<file path="config.mk">
export PLATFORM = sky130hd
export DESIGN_NAME = unidade_de_controle
export DESIGN_NICKNAME = d
export VERILOG_FILES = /design/src/rtl/unidade_de_controle_pkg.sv /design/src/rtl/unidade_de_controle_decodificador_instrucao.sv /design/src/rtl/unidade_de_controle.sv
export SDC_FILE = /design/constraint.sdc
export NUM_CORES = 1
export LEC_CHECK = 0
export ABC_AREA = 1
export BUFFER_PORTS_ARGS = -buffer_cell sky130_fd_sc_hd__buf_2
export CAP_MARGIN = 20
export CORE_MARGIN = 5
export CORE_UTILIZATION = 44
export DETAILED_ROUTE_END_ITERATION = 8
export PLACE_DENSITY = 0.77
export SLEW_MARGIN = 20
export SYNTH_ARGS = -nofsm -noshare
export SYNTH_HDL_FRONTEND = slang
export SYNTH_SLANG_ARGS = --single-unit
</file>
<file path="constraint.sdc">
create_clock -name clock -period 1.2 [get_ports clock]
set_clock_uncertainty 0.05 [all_clocks]
set_input_delay 0.06 -clock clock [delete_from_list [all_inputs] [get_ports clock]]
set_output_delay 0.06 -clock clock [all_outputs]
set_load 0.02 [all_outputs]
</file>
<file path="src/rtl/unidade_de_controle_pkg.sv">
// Shared encodings, state type and small decode helpers for unidade_de_controle.
package unidade_de_controle_pkg;

  localparam logic [2:0] OP_MV   = 3'b000;
  localparam logic [2:0] OP_MVI  = 3'b001;
  localparam logic [2:0] OP_ADD  = 3'b010;
  localparam logic [2:0] OP_SUB  = 3'b011;
  localparam logic [2:0] OP_AND  = 3'b100;
  localparam logic [2:0] OP_OR   = 3'b101;
  localparam logic [2:0] OP_MVNZ = 3'b110;
  localparam logic [2:0] OP_NOP  = 3'b111;

  localparam logic [3:0] SEL_IMM = 4'd0;
  localparam logic [3:0] SEL_R0  = 4'd1;
  localparam logic [3:0] SEL_G   = 4'd9;

  localparam logic [1:0] ALU_ADD = 2'd0;
  localparam logic [1:0] ALU_SUB = 2'd1;
  localparam logic [1:0] ALU_AND = 2'd2;
  localparam logic [1:0] ALU_OR  = 2'd3;

  typedef enum logic [1:0] {IDLE, T1, T2, T3} state_t;

  function automatic logic [3:0] reg_sel(input logic [2:0] r);
    return SEL_R0 + {1'b0, r};
  endfunction

  function automatic logic [7:0] reg_onehot(input logic [2:0] r);
    return 8'd1 << r;
  endfunction

  function automatic logic is_alu_op(input logic [2:0] op);
    return (op == OP_ADD) || (op == OP_SUB) || (op == OP_AND) || (op == OP_OR);
  endfunction

  function automatic logic [1:0] alu_op_of(input logic [2:0] op);
    logic [1:0] sel;
    case (op)
      OP_SUB:  sel = ALU_SUB;
      OP_AND:  sel = ALU_AND;
      OP_OR:   sel = ALU_OR;
      default: sel = ALU_ADD;
    endcase
    return sel;
  endfunction

endpackage

</file>
<file path="src/rtl/unidade_de_controle_decodificador_instrucao.sv">
// Combinational mapping of (state, IR, g_nz) onto the datapath select/enable lines.
// UNIDADE_DE_CONTROLE_MVNZ_EN enables the conditional move; otherwise opcode 110 is a NOP.
module decodificador_instrucao
  import unidade_de_controle_pkg::*;
(
  input  state_t      state,
  input  logic [15:0] ir,
  input  logic        g_nz,
  output logic [3:0]  mux_select,
  output logic [7:0]  regs_enable,
  output logic [1:0]  alu_op_select,
  output logic        a_reg_enable,
  output logic        alu_reg_enable,
  output logic        done
);

  logic [2:0] opcode;
  logic [2:0] rx;
  logic [2:0] ry;

  assign opcode = ir[15:13];
  assign rx     = ir[12:10];
  assign ry     = ir[9:7];

  // Immediate bits go straight to the datapath; they never affect control.
`ifdef UNIDADE_DE_CONTROLE_MVNZ_EN
  logic unused_ir_bits;
  assign unused_ir_bits = ^ir[6:0];
`else
  logic unused_ir_bits;
  assign unused_ir_bits = ^{ir[6:0], g_nz};
`endif

  always_comb begin
    mux_select     = SEL_IMM;
    regs_enable    = 8'd0;
    alu_op_select  = ALU_ADD;
    a_reg_enable   = 1'b0;
    alu_reg_enable = 1'b0;
    done           = 1'b0;
    case (state)
      T1: begin
        case (opcode)
          OP_MV: begin
            mux_select  = reg_sel(ry);
            regs_enable = reg_onehot(rx);
            done        = 1'b1;
          end
          OP_MVI: begin
            mux_select  = SEL_IMM;
            regs_enable = reg_onehot(rx);
            done        = 1'b1;
          end
          OP_ADD, OP_SUB, OP_AND, OP_OR: begin
            mux_select   = reg_sel(rx);
            a_reg_enable = 1'b1;
          end
`ifdef UNIDADE_DE_CONTROLE_MVNZ_EN
          OP_MVNZ: begin
            mux_select  = reg_sel(ry);
            regs_enable = g_nz ? reg_onehot(rx) : 8'd0;
            done        = 1'b1;
          end
          OP_NOP: done = 1'b1;
`else
          OP_MVNZ, OP_NOP: done = 1'b1;
`endif
          default: done = 1'b1;
        endcase
      end
      T2: begin
        mux_select     = reg_sel(ry);
        alu_op_select  = alu_op_of(opcode);
        alu_reg_enable = 1'b1;
      end
      T3: begin
        mux_select  = SEL_G;
        regs_enable = reg_onehot(rx);
        done        = 1'b1;
      end
      default: ;
    endcase
  end

endmodule

</file>
<file path="src/rtl/unidade_de_controle.sv">
// Multi-cycle control unit: run/done handshake, instruction register and step FSM.
// Define UNIDADE_DE_CONTROLE_MVNZ_EN to execute opcode 110 as MVNZ instead of NOP.
module unidade_de_controle
  import unidade_de_controle_pkg::*;
(
  input  logic        clock,
  input  logic        resetn,
  input  logic        run,
  input  logic [15:0] iin,
  input  logic        g_nz,
  output logic [3:0]  mux_select,
  output logic [7:0]  regs_enable,
  output logic [1:0]  alu_op_select,
  output logic        a_reg_enable,
  output logic        alu_reg_enable,
  output logic        done,
  output logic        busy
);

  state_t      state_q, state_d;
  logic [15:0] ir_q, ir_d;

  always_comb begin
    state_d = state_q;
    ir_d    = ir_q;
    case (state_q)
      IDLE: begin
        if (run) begin
          ir_d    = iin;
          state_d = T1;
        end
      end
      T1:      state_d = is_alu_op(ir_q[15:13]) ? T2 : IDLE;
      T2:      state_d = T3;
      T3:      state_d = IDLE;
      default: state_d = IDLE;
    endcase
  end

  always_ff @(posedge clock) begin
    if (!resetn) begin
      state_q <= IDLE;
      ir_q    <= 16'd0;
    end else begin
      state_q <= state_d;
      ir_q    <= ir_d;
    end
  end

  assign busy = (state_q != IDLE);

  decodificador_instrucao u_decodificador_instrucao (
    .state          (state_q),
    .ir             (ir_q),
    .g_nz           (g_nz),
    .mux_select     (mux_select),
    .regs_enable    (regs_enable),
    .alu_op_select  (alu_op_select),
    .a_reg_enable   (a_reg_enable),
    .alu_reg_enable (alu_reg_enable),
    .done           (done)
  );

endmodule

</file>
Yosys cells after proc, flatten, opt, wreduce, memory -nomap -nowiden:

Cells that the tools add are included.

* reductions and logical operators: 10
* multiplexer cells: 14
* eq/ne operators: 11
* shifts and indexed selects: 1
* add/sub/neg operators: 2

Operator list (number)
* $pmux W8 S2: 1
* $eq A3 B3 Y1 const B: 4
* $pmux W4 S3: 1
* $add A1 B3 Y4 const A: 2
* $mux W8: 1
* $pmux W2 S4: 1
* $pmux W4 S2: 1
* $reduce_or A4 Y1: 2
* $shl A1 B3 Y8 const A: 1
* $eq A3 B2 Y1 const B: 2
* $mux W2: 3
* $pmux W2 S3: 1
* $eq A2 B2 Y1 const B: 2
* $mux W1: 4
* $eq A3 B1 Y1 const B: 1
* $logic_not A3 Y1: 1
* $logic_or A1 B1 Y1: 3
* $eq A2 B1 Y1 const B: 1
* $logic_not A2 Y1: 1
* $ne A2 B2 Y1 const B: 1
* $pmux W1 S2: 1
* $reduce_and A2 Y1: 1
* $reduce_bool A2 Y1: 1
* $reduce_or A2 Y1: 1

* output and inout bits: 18
* input bits: 20
* logic and storage cells: 40
* register bits: 18

Logic depth before layout (Yosys ltp):

Gate-level depths: netlist of run 1.

* word-level depth: 6
* mapped depth: 7
* gate-level depth less buffers: 7

Cells and area by module:

Synthesis of run 1 repeated with hierarchy kept, for this count alone.

* cells, all modules: 187
* area, all modules: 1266.2 um^2

By module, submodules not included
* unidade_de_controle: area each 890.9 um^2, cells an instance 119, sequential area each 360.3 um^2, instances 1
* decodificador_instrucao: area each 375.4 um^2, cells an instance 68, sequential area each 0.0 um^2, instances 1

Worst setup path after synthesis of run 1:

No wires, ideal clock.

* path kind: register -> output
* start: register ir_q[10]
* end: output port regs_enable[2]
* slack: -188 ps
* required time: 1090 ps
* cell stages (with the launch flop): 5
* path buffers: 0
* arrival time: 1278 ps
* path through: dfxtp_1 -> inv_1 -> ha_1 -> inv_1 -> nor4_1

* cells in the longest elaborated chain, start to end: 3

Ends and longest elaborated chain
* from (decl): RTL line unidade_de_controle.sv:21 `logic [15:0] ir_q, ir_d;`
* from (signal assigned): RTL line unidade_de_controle.sv:46 `ir_q <= ir_d;`
* $shl A1 B3 Y8 (*): RTL line unidade_de_controle_pkg.sv:29 `return 8'd1 << r;`
* $mux W8
* $pmux W8 S2 (*): RTL line unidade_de_controle_decodificador_instrucao.sv:41 `case (state)`
* to (decl): RTL line unidade_de_controle.sv:12 `output logic [7:0] regs_enable,`

Mark *: on every way between the ends. The rest lies on a longest branch, timed or not.

Worst setup path in the final report of run 1:

* start: register ir_q[14]
* end: output port mux_select[1]

* cells in the longest elaborated chain, start to end: 4
* elaborated cells on any way between the ends: 8
* classes of those cells: eq/ne: 4; mux: 2; reduce/logical: 2

Ends and longest elaborated chain
* $eq A3 B2 Y1 or $eq A3 B3 Y1 (tied branches): RTL line unidade_de_controle_decodificador_instrucao.sv:43 `case (opcode)`
* $reduce_or A4 Y1: RTL line unidade_de_controle_decodificador_instrucao.sv:43
* $pmux W4 S2 (*): RTL line unidade_de_controle_decodificador_instrucao.sv:43
* $pmux W4 S3 (*): RTL line unidade_de_controle_decodificador_instrucao.sv:41
* to (decl): RTL line unidade_de_controle.sv:11 `output logic [3:0] mux_select,`

Marked as above.

==> qor.yml, run 1 <==
fmax_mhz: 659.9
yosysWarnings: 0
multiInputGateArea_um2: 714.4
tns_ns: -4.185
tightest_slew_ns: 0.2262
hold_viol_final: 0
cp_slowest_cell: "dfxtp_4"
powerDensity_nw_per_um2: 947.4
worst-setup-path-type: "register to output pin"
cts.sinks: 11
crit_required_ns: 1.09
nNetsFinal: 203
placement.io_buffers: 29
violations: "negative setup slack"
num-fill-cells: 59
cts_max_path_buffers: 2
grt_pass1_wl_um: 4298
p_sw_w: 0.0006364
ir_worst_vdd_v: 0.0008747
hold_class: "primary input to register"
combPwrFrac: 0.501
r2r_slack_ns: -0.02
viasPerCell: 5.563
ys_seq_elements: 11
internal_power_w: 0.0008548
io_pins: 38
hold_slack_ns: 0.03388
final_antenna_net_count: 0
yosysSeqAreaShare: 0.2890
cp_top_family: "simple AND/OR/NAND/NOR gates"
die-height_um: 51.62
clk_latency_ns: 0.29
dieArea_um2: 2664
syn-num-nets: 142
status: "complete, but fails checks"
rows: 15
slew_viol_final: 0
worstPathArrival_ns: 1.41
htreeDepth: 1
critPathBufInv: 3
worstPathCellList: "inv_4 > nand2_2 > nand2_4 > inv_2 > nor2_4 > nand2_2 > nand2_2 > buf_6"
avgSynthCellArea_um2: 6.626
num_antenna_cells: 0
grt_overflow: 0
finalWeightedCongestion: 0.8809
slowest_delay_ns: 0.38
worstSetupEndpointType: "output pin"
synthToLayoutAreaGrowth_pct: 106.6
vias: 1068
first_iter_violations: 39
switching_share: 0.4268
cts_tree: "yes"
grt_setup_unrepaired: "true"
wirelength_um: 3752
crit_fanout: 4
cellLeakagePower_nw: 0.7106
wl_per_cell_um: 19.54
ys_types: 19
placedCellCount: 166
cpMostUsedCell: "nand2_2"
syn_area_um2: 762.0
clkPwrFrac: 0.185
final_common_cell: "buf_4"
setup_violations: 19
core_um2: 1689
final_cell_mix: "19 x buf_4, 16 x buf_6, 15 x nor2_1"
dpl.hpwl_um: 1531
fin_util: 0.9319
firstDrtPassIters: 4
fin_crit_sh: 1.263
maxCapViolCount: 0
antenna_found_initial: 0
relSlewSlack: 0.8480
clk_pin_slew_ns: 0.08
min_period_ns: 1.515
finalNonFillerCells: 192
crit_path_start_kind: "register"
p_seq_frac: 0.314
drc_errors: 0
setup_ws_ns: -0.3155
cts_made_buffers: 3
drive_gt1_frac: 0.6800
grt_max_degree: 12
die_w_um: 51.62
start_util: 0.4511
grt_pass1_vias: 1042
ff_latch_area_um2: 246.5
grt_usage: 0.2167
cts_root_buffer: "clkbuf_4"
netlist_instances: 115
cell families (layout without fill, tap and decap cells):
family,Yosys count,in the layout,synth area share
buffers and inverters,19,78,0.1084
flip-flops,11,11,0.2890
adder cells (fa/ha/maj),7,7,0.1149
XOR/XNOR,1,1,0.01150
AO/OA/AOI/OAI,13,13,0.09194
AND/OR/NAND/NOR,64,65,0.3842
flip-flops by register name, indices dropped and copies added, names as in the netlist, named ones only:
register  flops
ir_q          9
state_q       1
cells in the mapped netlist:
| master | count | area share |
|---|---|---|
| nand2_1 | 27 | 0.13 |
| nor2_1 | 23 | 0.11 |
| inv_1 | 14 | 0.069 |
| dfxtp_1 | 11 | 0.29 |
| o21ai_0 | 11 | 0.072 |
| ha_1 | 7 | 0.11 |
| nor4_1 | 6 | 0.049 |
| nor2_2 | 3 | 0.025 |
| inv_2 | 2 | 0.0099 |
| nor3b_1 | 2 | 0.020 |
| a21oi_1 | 1 | 0.0066 |
| buf_6 | 1 | 0.015 |
| clkbuf_2 | 1 | 0.0066 |
| inv_4 | 1 | 0.0082 |
| nand3_4 | 1 | 0.023 |
| nor2_4 | 1 | 0.015 |
| nor3_1 | 1 | 0.0066 |
| o211a_1 | 1 | 0.013 |
| xor2_1 | 1 | 0.011 |
power by group through the flow:
stage / Sequential (W) / Combinational, W / Clock, W
floorplan: 0.000441 / 0.000246 / 0
CTS: 0.000450 / 0.000518 / 0.000257
finish: 0.000468 / 0.000747 / 0.000276
global placement: 0.000439 / 0.000357 / 0
detailed placement: 0.000442 / 0.000371 / 0
global route: 0.000474 / 0.000794 / 0.000291
worst register-to-register path, cell delays in order (launching register included):
cell and delay (ns):
dfxtp_4 0.42, inv_8 0.07, buf_6 0.12, nand3_4 0.13, clkinv_2 0.11, nor2_1 0.14
nor2_1 0.07
metal layers:
metal,routed length (um),track usage
met5,0,0
met4,157,0.1485
met3,265,0.04585
met2,1961,0.4237
met1,1366,0.1933
path summary, 6_finish.rpt:
path,from,endpoint,cells past startpoint
worst max-delay path,ir_q[14]$_SDFFE_PN0P_,mux_select[1],8
worst min-delay path,run,state_q[0]$_SDFFE_PN0P_,2
worst max register to register,state_q[0]$_SDFFE_PN0P_,ir_q[12]$_SDFFE_PN0P_,6
worst min register to register,ir_q[13]$_SDFFE_PN0P_,ir_q[13]$_SDFFE_PN0P_,2
timing repair:
item,4_1_cts,5_1_grt
hold buffers,7,1
gates cloned,1,2
setup endpoints to repair,18,25
gates resized for setup,73,55
buffers inserted,5,6
pin swaps,13,20
endpoints found under the hold margin,7,1
layout make-up:
type                    count  area share
well taps                  17     0.01351
clock buffers               4     0.01669
multi-input cells          86      0.4539
repair inverters            2    0.007154
flip-flops and latches     11      0.1566
repair buffers             55      0.2941
inverters                  17     0.05803
through the flow:
step | power (W) | area (um2) | worst slack (ns)
finish | 0.001491 | 1574 | -0.3155
global route | 0.001560 | 1574 | -0.3839
CTS | 0.001225 | 1328 | -0.2552
detailed placement | 0.0008127 | 982.2 | -0.06972
global placement | 0.0007964 | 982.2 | -0.03566
floorplan | 0.0006873 | 779.5 | -0.1880
Note: power is estimated with default switching activity, not from simulation.
==> run 2, diff against run 1 <==
Settings changed: ABC_AREA 1 to unset.
==> qor.yml, run 2 <==
setup_violations: 28  # was 19
synth_area_leaders: "dfxtp_1 29%, mux2i_1 12%, ha_1 12%"  # was dfxtp_1 29%, nand2_1 13%, ha_1 11%
powerDensity_nw_per_um2: 779.7  # was 947.4 nW/um2
io_pins: 38  # unchanged
worst-setup-path-type: "register to output pin"  # unchanged
synthToLayoutAreaGrowth_pct: 97.19  # was 106.6%
cellLeakagePower_nw: 0.6552  # was 0.7106 nW
grt_usage: 0.2114  # was 0.2167
cpMostUsedCell: "ha_4"  # was nand2_2
ys_types: 30  # was 19
vias: 826  # was 1068
final_cell_mix: "24 x buf_6, 15 x buf_4, 11 x buf_2"  # was 19 x buf_4, 16 x buf_6, 15 x nor2_1
drive_gt1_frac: 0.6691  # was 0.6800
nNetsFinal: 167  # was 203
cts_max_path_buffers: 2  # unchanged
tns_ns: -4.725  # was -4.185 ns
firstDrtPassIters: 4  # unchanged
num-fill-cells: 77  # was 59
htreeDepth: 1  # unchanged
yosysWarnings: 0  # unchanged
maxCapViolCount: 0  # unchanged
largest-register: "ir_q"  # unchanged
grtUsageMet3: 0.02292  # was 0.04585
fmax_mhz: 612.1  # was 659.9 MHz
grt_pass1_vias: 868  # was 1042
clk_pin_slew_ns: 0.08  # about the same
use_met2: 0.4089  # was 0.4237
ys_seq_elements: 11  # unchanged
critPathBufInv: 1  # was 3
finalInstanceArea_um2: 1495  # was 1574 um2
grt.met1_usage: 0.2165  # was 0.1933
cp_slowest_cell: "dfxtp_4"  # unchanged
slowest_delay_ns: 0.37  # was 0.38 ns
worstSetupEndpointType: "output pin"  # unchanged
synth_top_area_cell: "dfxtp_1"  # unchanged
die_w_um: 51.51  # was 51.62 um
wl_per_cell_um: 17.59  # was 19.54 um
hold_slack_ns: 0.002284  # was 0.03388 ns
crit_path_start_kind: "register"  # unchanged
ff_latch_area_um2: 241.5  # was 246.5 um2
worstPathArrival_ns: 1.52  # was 1.41 ns
synth_common_cells: "11 x dfxtp_1, 9 x mux2i_1, 9 x nor2b_1, 7 x and3_1, 7 x ha_1"  # was 27 x nand2_1, 23 x nor2_1, 14 x inv_1, 11 x dfxtp_1, 11 x o21ai_0
multiInputGateArea_um2: 690.7  # was 714.4 um2
crit_fanout: 3  # was 4
first_iter_violations: 8  # was 39
finalWeightedCongestion: 0.7682  # was 0.8809
cts_tree: "yes"  # unchanged
wirelength_um: 2744  # was 3752 um
largest_reg_flops: 9  # unchanged
num_antenna_cells: 0  # unchanged
crit_required_ns: 1.09  # about the same
setup_ws_ns: -0.4337  # was -0.3155 ns
syn_area_um2: 758.2  # was 762.0 um2
fin_crit_sh: 1.361  # was 1.263
cts.sinks: 11  # unchanged
placed_cell_area_um2: 1067  # was 982.2 um2
die-height_um: 51.51  # was 51.62 um
rows: 15  # unchanged
status: "complete, but fails checks"  # unchanged
violations: "negative setup slack"  # unchanged
clk_latency_ns: 0.28  # was 0.29 ns
avgSynthCellArea_um2: 9.135  # was 6.626 um2
dpl.hpwl_um: 1443  # was 1531 um
fin_util: 0.8852  # was 0.9319
grt_busiest_layer: "met2"  # unchanged
final_antenna_net_count: 0  # unchanged
slew_viol_final: 0  # unchanged
grt_max_degree: 12  # unchanged
worstPathCellList: "ha_4 > ha_4 > a2bb2oi_2 > o21ai_2 > buf_6"  # was inv_4 > nand2_2 > nand2_4 > inv_2 > nor2_4 > nand2_2 > nand2_2 > buf_6
grt_setup_unrepaired: "true"  # unchanged
drc_errors: 0  # unchanged
viasPerCell: 5.295  # was 5.563
cts_root_buffer: "clkbuf_4"  # unchanged
final_common_cell: "buf_6"  # was buf_4
core_um2: 1689  # unchanged
antenna_found_initial: 0  # unchanged
synth_most_common_cell: "dfxtp_1"  # was nand2_1
tightest_slew_ns: 0.3018  # was 0.2262 ns
synth-async-reset-ratio: 0  # unchanged
grt_pass1_wl_um: 4071  # was 4298 um
min_period_ns: 1.634  # was 1.515 ns
cp_top_family: "adder cells"  # was simple AND/OR/NAND/NOR gates
cts_made_buffers: 3  # unchanged
largestRegisters: "ir_q (9), state_q (1)"  # unchanged
yosysSeqAreaShare: 0.2904  # was 0.2890
synth_edf_count: 0  # unchanged
hold_viol_final: 0  # unchanged
hold_class: "primary input to register"  # unchanged
relSlewSlack: 0.7981  # was 0.8480
synth_ff_type: "dfxtp_1"  # unchanged
syn-num-nets: 110  # was 142
synth_top_area_frac: 0.2904  # was 0.2890
ir_worst_vdd_v: 0.0007029  # was 0.0008747 V
placement.io_buffers: 29  # unchanged
netlist_instances: 83  # was 115
dieArea_um2: 2653  # was 2664 um2
start_util: 0.4489  # was 0.4511
grt_overflow: 0  # unchanged
## run 2: cell types whose count changed after synthesis, sizes merged, moves of 6 or more
cell | previous run | this run
nand2 | 27 | 3
inv | 17 | 4
nor2b | 0 | 10
mux2i | 0 | 9
o21ai | 11 | 3
nor4 | 6 | 0
nor2 | 27 | 4
and3 | 0 | 7
## run 2: worst register-to-register path, cell delays in order, from the launching register on
cell	delay, ns
dfxtp_4	0.37
buf_6	0.12
nor3b_4	0.23
buf_6	0.15
mux2i_1	0.24
nor2b_1	0.08
## run 2: stage by stage
stage	power (W)	instances	setup WS, ns
2_1_floorplan	0.0006253	83	-0.01198
3_3_place_gp	0.0007299	140	-0.06789
3_5_place_dp	0.0007395	140	-0.07820
4_1_cts	0.001122	153	-0.3593
5_1_grt	0.001218	156	-0.5213
6_report	0.001166	156	-0.4337
## run 2: cell families (layout without fill, tap and decap cells)
group / after synthesis / count (layout) / share of synthesized area
AO/OA/AOI/OAI: 12 / 12 / 0.1106
adder cells (fa/ha/maj): 7 / 7 / 0.1155
XOR/XNOR: 2 / 2 / 0.03301
buffers and inverters: 8 / 64 / 0.06104
multiplexers: 9 / 9 / 0.1188
AND/OR/NAND/NOR: 34 / 34 / 0.2706
flip-flops: 11 / 11 / 0.2904
## run 2: repair_timing
action,4_1_cts,5_1_grt
pin swaps,17,16
gates resized for setup,67,16
hold buffers,6,0
endpoints found under the hold margin,6,0
buffers inserted,4,4
setup endpoints to repair,22,28
## run 2: routing by layer
layer | up-vias | part of all wire
met5 | - | 0
met4 | 0 | 0.056
met3 | 15 | 0.042
met2 | 30 | 0.52
met1 | 383 | 0.38
li1 | 398 | -
## run 2: final cells by class
class,instances,area share
inverters,4,0.01172
flip-flops and latches,11,0.1615
clock buffers,4,0.01757
multi-input cells,64,0.4619
repair buffers,56,0.3331
well taps,17,0.01423
## run 2: power by group
part | switching, W | internal, W
Combinational | 0.000211 | 0.000258
Sequential | 0.0000403 | 0.000388
Clock | 0.000140 | 0.000129
## run 2: path summary, 6_finish.rpt
| path | from | end | slack [ns] | cells past startpoint |
|---|---|---|---|---|
| worst max-delay path | ir_q[11]$_SDFFE_PN0P_ | mux_select[2] | -0.43 | 5 |
| worst max register to register | state_q[0]$_SDFFE_PN0P_ | ir_q[11]$_SDFFE_PN0P_ | -0.14 | 5 |
| worst min register to register | ir_q[9]$_SDFFE_PN0P_ | ir_q[9]$_SDFFE_PN0P_ | 0.53 | 2 |
| worst min-delay path | iin[10] | ir_q[10]$_SDFFE_PN0P_ | 0.002 | 3 |
==> run 3, diff against run 2 <==
Settings changed: CORE_UTILIZATION 44 to 40, PLACE_DENSITY 0.77 to 0.74, TNS_END_PERCENT set to 5.
Clock period 1.2 ns to 1.5 ns, I/O delays scaled along.
==> qor.yml, run 3 (same netlist as run 2, synthesis figures left out) <==
worst-setup-path-type: "register to output pin"  # unchanged
num_antenna_cells: 0  # unchanged
cts_root_buffer: "clkbuf_4"  # unchanged
placedCellCount: 138  # was 140
core_um2: 1764  # was 1689 um2
htreeDepth: 1  # unchanged
setup_violations: 5  # was 28
final_common_cell: "buf_2"  # was buf_6
final_cell_mix: "25 x buf_2, 12 x buf_4, 9 x mux2i_1, 9 x nor2b_1, 7 x and3_1"  # was 24 x buf_6, 15 x buf_4, 11 x buf_2
io_pins: 38  # unchanged
dp_slack_ns: 0.08464  # was -0.07820 ns
rows: 15  # unchanged
worstPathArrival_ns: 1.45  # was 1.52 ns
cts.sinks: 11  # unchanged
grt_pass1_wl_um: 2918  # was 4071 um
final_antenna_net_count: 0  # unchanged
largest_reg_flops: 9  # unchanged
clk_latency_ns: 0.27  # was 0.28 ns
firstDrtPassIters: 3  # was 4
tightest_slew_ns: 0.4029  # was 0.3018 ns
finalWeightedCongestion: 0.7427  # was 0.7682
crit_fanout: 4  # was 3
setup_ws_ns: -0.07203  # was -0.4337 ns
reg2reg_from: "state_q[0]$_SDFFE_PN0P_"  # unchanged
hold_class: "primary input to register"  # unchanged
relSlewSlack: 0.7300  # was 0.7981
powerDensity_nw_per_um2: 716.6  # was 779.7 nW/um2
r2r_end: "ir_q[9]$_SDFFE_PN0P_"  # was ir_q[11]$_SDFFE_PN0P_
start_util: 0.4298  # was 0.4489
grt_pass1_vias: 705  # was 868
dieArea_um2: 2867  # was 2653 um2
largest-register: "ir_q"  # unchanged
grt_max_degree: 13  # was 12
placement.io_buffers: 29  # unchanged
die-height_um: 53.54  # was 51.51 um
maxCapViolCount: 0  # unchanged
grt_overflow: 0  # unchanged
crit_end: "mux_select[2]"  # unchanged
crit_start: "ir_q[10]$_SDFFE_PN0P_"  # was ir_q[11]$_SDFFE_PN0P_
crit_required_ns: 1.37  # was 1.09 ns
drc_errors: 0  # unchanged
fin_crit_sh: 1.048
cts_made_buffers: 3  # unchanged
first_iter_violations: 7  # was 8
largestRegisters: "ir_q (9), state_q (1)"  # unchanged
ir_worst_vdd_v: 0.0005143  # was 0.0007029 V
worstSetupEndpointType: "output pin"  # unchanged
wirelength_um: 1776  # was 2744 um
fmax_mhz: 636.1
dpl.hpwl_um: 1386  # was 1443 um
crit_path_start_kind: "register"  # unchanged
cts_tree: "yes"  # unchanged
cellLeakagePower_nw: 0.5335  # was 0.6552 nW
grt_setup_unrepaired: "true"  # unchanged
num-fill-cells: 178  # was 77
worstHoldPathCells: 3  # unchanged
hold_viol_final: 0  # unchanged
wl_per_cell_um: 12.25  # was 17.59 um
vias: 697  # was 826
drive_gt1_frac: 0.5083  # was 0.6691
cts_max_path_buffers: 2  # unchanged
viasPerCell: 4.807  # was 5.295
hold_buffers: 0  # was 6
clk_pin_slew_ns: 0.07  # was 0.08 ns
multiInputGateArea_um2: 560.5  # was 690.7 um2
reg2reg_depth: 4  # was 5
violations: "negative setup slack"  # unchanged
finalNonFillerCells: 145  # was 156
r2r_slack_ns: 0.26  # was -0.14 ns
antenna_found_initial: 0  # unchanged
tns_ns: -0.1826  # was -4.725 ns
slew_viol_final: 0  # unchanged
grt_usage: 0.1415  # was 0.2114
synthToLayoutAreaGrowth_pct: 43.40  # was 97.19%
status: "complete, but fails checks"  # unchanged
nNetsFinal: 148  # was 167
die_w_um: 53.54  # was 51.51 um
min_period_ns: 1.572
ff_latch_area_um2: 239.0  # was 241.5 um2
[run 3: final cells by class]
class | count | area share
Multi-Input combinational cell | 64 | 0.5155
Sequential cell | 11 | 0.2198
Timing Repair Buffer | 37 | 0.1979
Tap cell | 25 | 0.02877
Clock buffer | 4 | 0.02417
Inverter | 4 | 0.01381
[run 3: per-stage QoR]
stage	util	power (W)	area, um2	hold WS (ns)
floorplan	-	0.0004793	758.2	0.1903
global placement	0.5333	0.0005391	940.9	0.2789
detailed placement	0.5333	0.0005458	940.9	0.2884
CTS	0.5865	0.0007669	1035	0.005081
global route	0.6163	0.0008350	1087	0.005130
finish	0.6163	0.0007791	1087	0.007515
[run 3: metal layers]
| metal | track usage | routed length (um) |
|---|---|---|
| met5 | 0 | 0 |
| met3 | 0.03324 | 91 |
| met2 | 0.2571 | 880 |
| met4 | 0.08511 | 36 |
| met1 | 0.1457 | 768 |
[run 3: critical path, stage by stage, from the launching register on]
cell and delay (ns):
dfxtp_4 0.36, ha_4 0.16, ha_4 0.21, a2bb2oi_2 0.15, o21ai_1 0.13, buf_4 0.16
[run 3: what timing repair did]
item                       4_1_cts  5_1_grt
resized for setup               15       13
pin swaps                        2        3
setup buffers                    3        0
setup endpoints to repair       14       14
[run 3: worst min path at each step]
stage	from	to	slack, ns
floorplan	resetn	state_q[0]$_SDFFE_PN0P_	0.19
global placement	iin[9]	ir_q[9]$_SDFFE_PN0P_	0.28
detailed placement	iin[10]	ir_q[10]$_SDFFE_PN0P_	0.29
CTS	iin[13]	ir_q[13]$_SDFFE_PN0P_	0.005
global route	iin[10]	ir_q[10]$_SDFFE_PN0P_	0.005
finish	iin[13]	ir_q[13]$_SDFFE_PN0P_	0.008
[run 3: power by group]
group          total (W)  internal, W  switching, W  leakage [nW]
sequential      0.000341     0.000311     0.0000295        0.0944
combinational   0.000234     0.000120      0.000114         0.424
clock           0.000204     0.000103      0.000101        0.0150
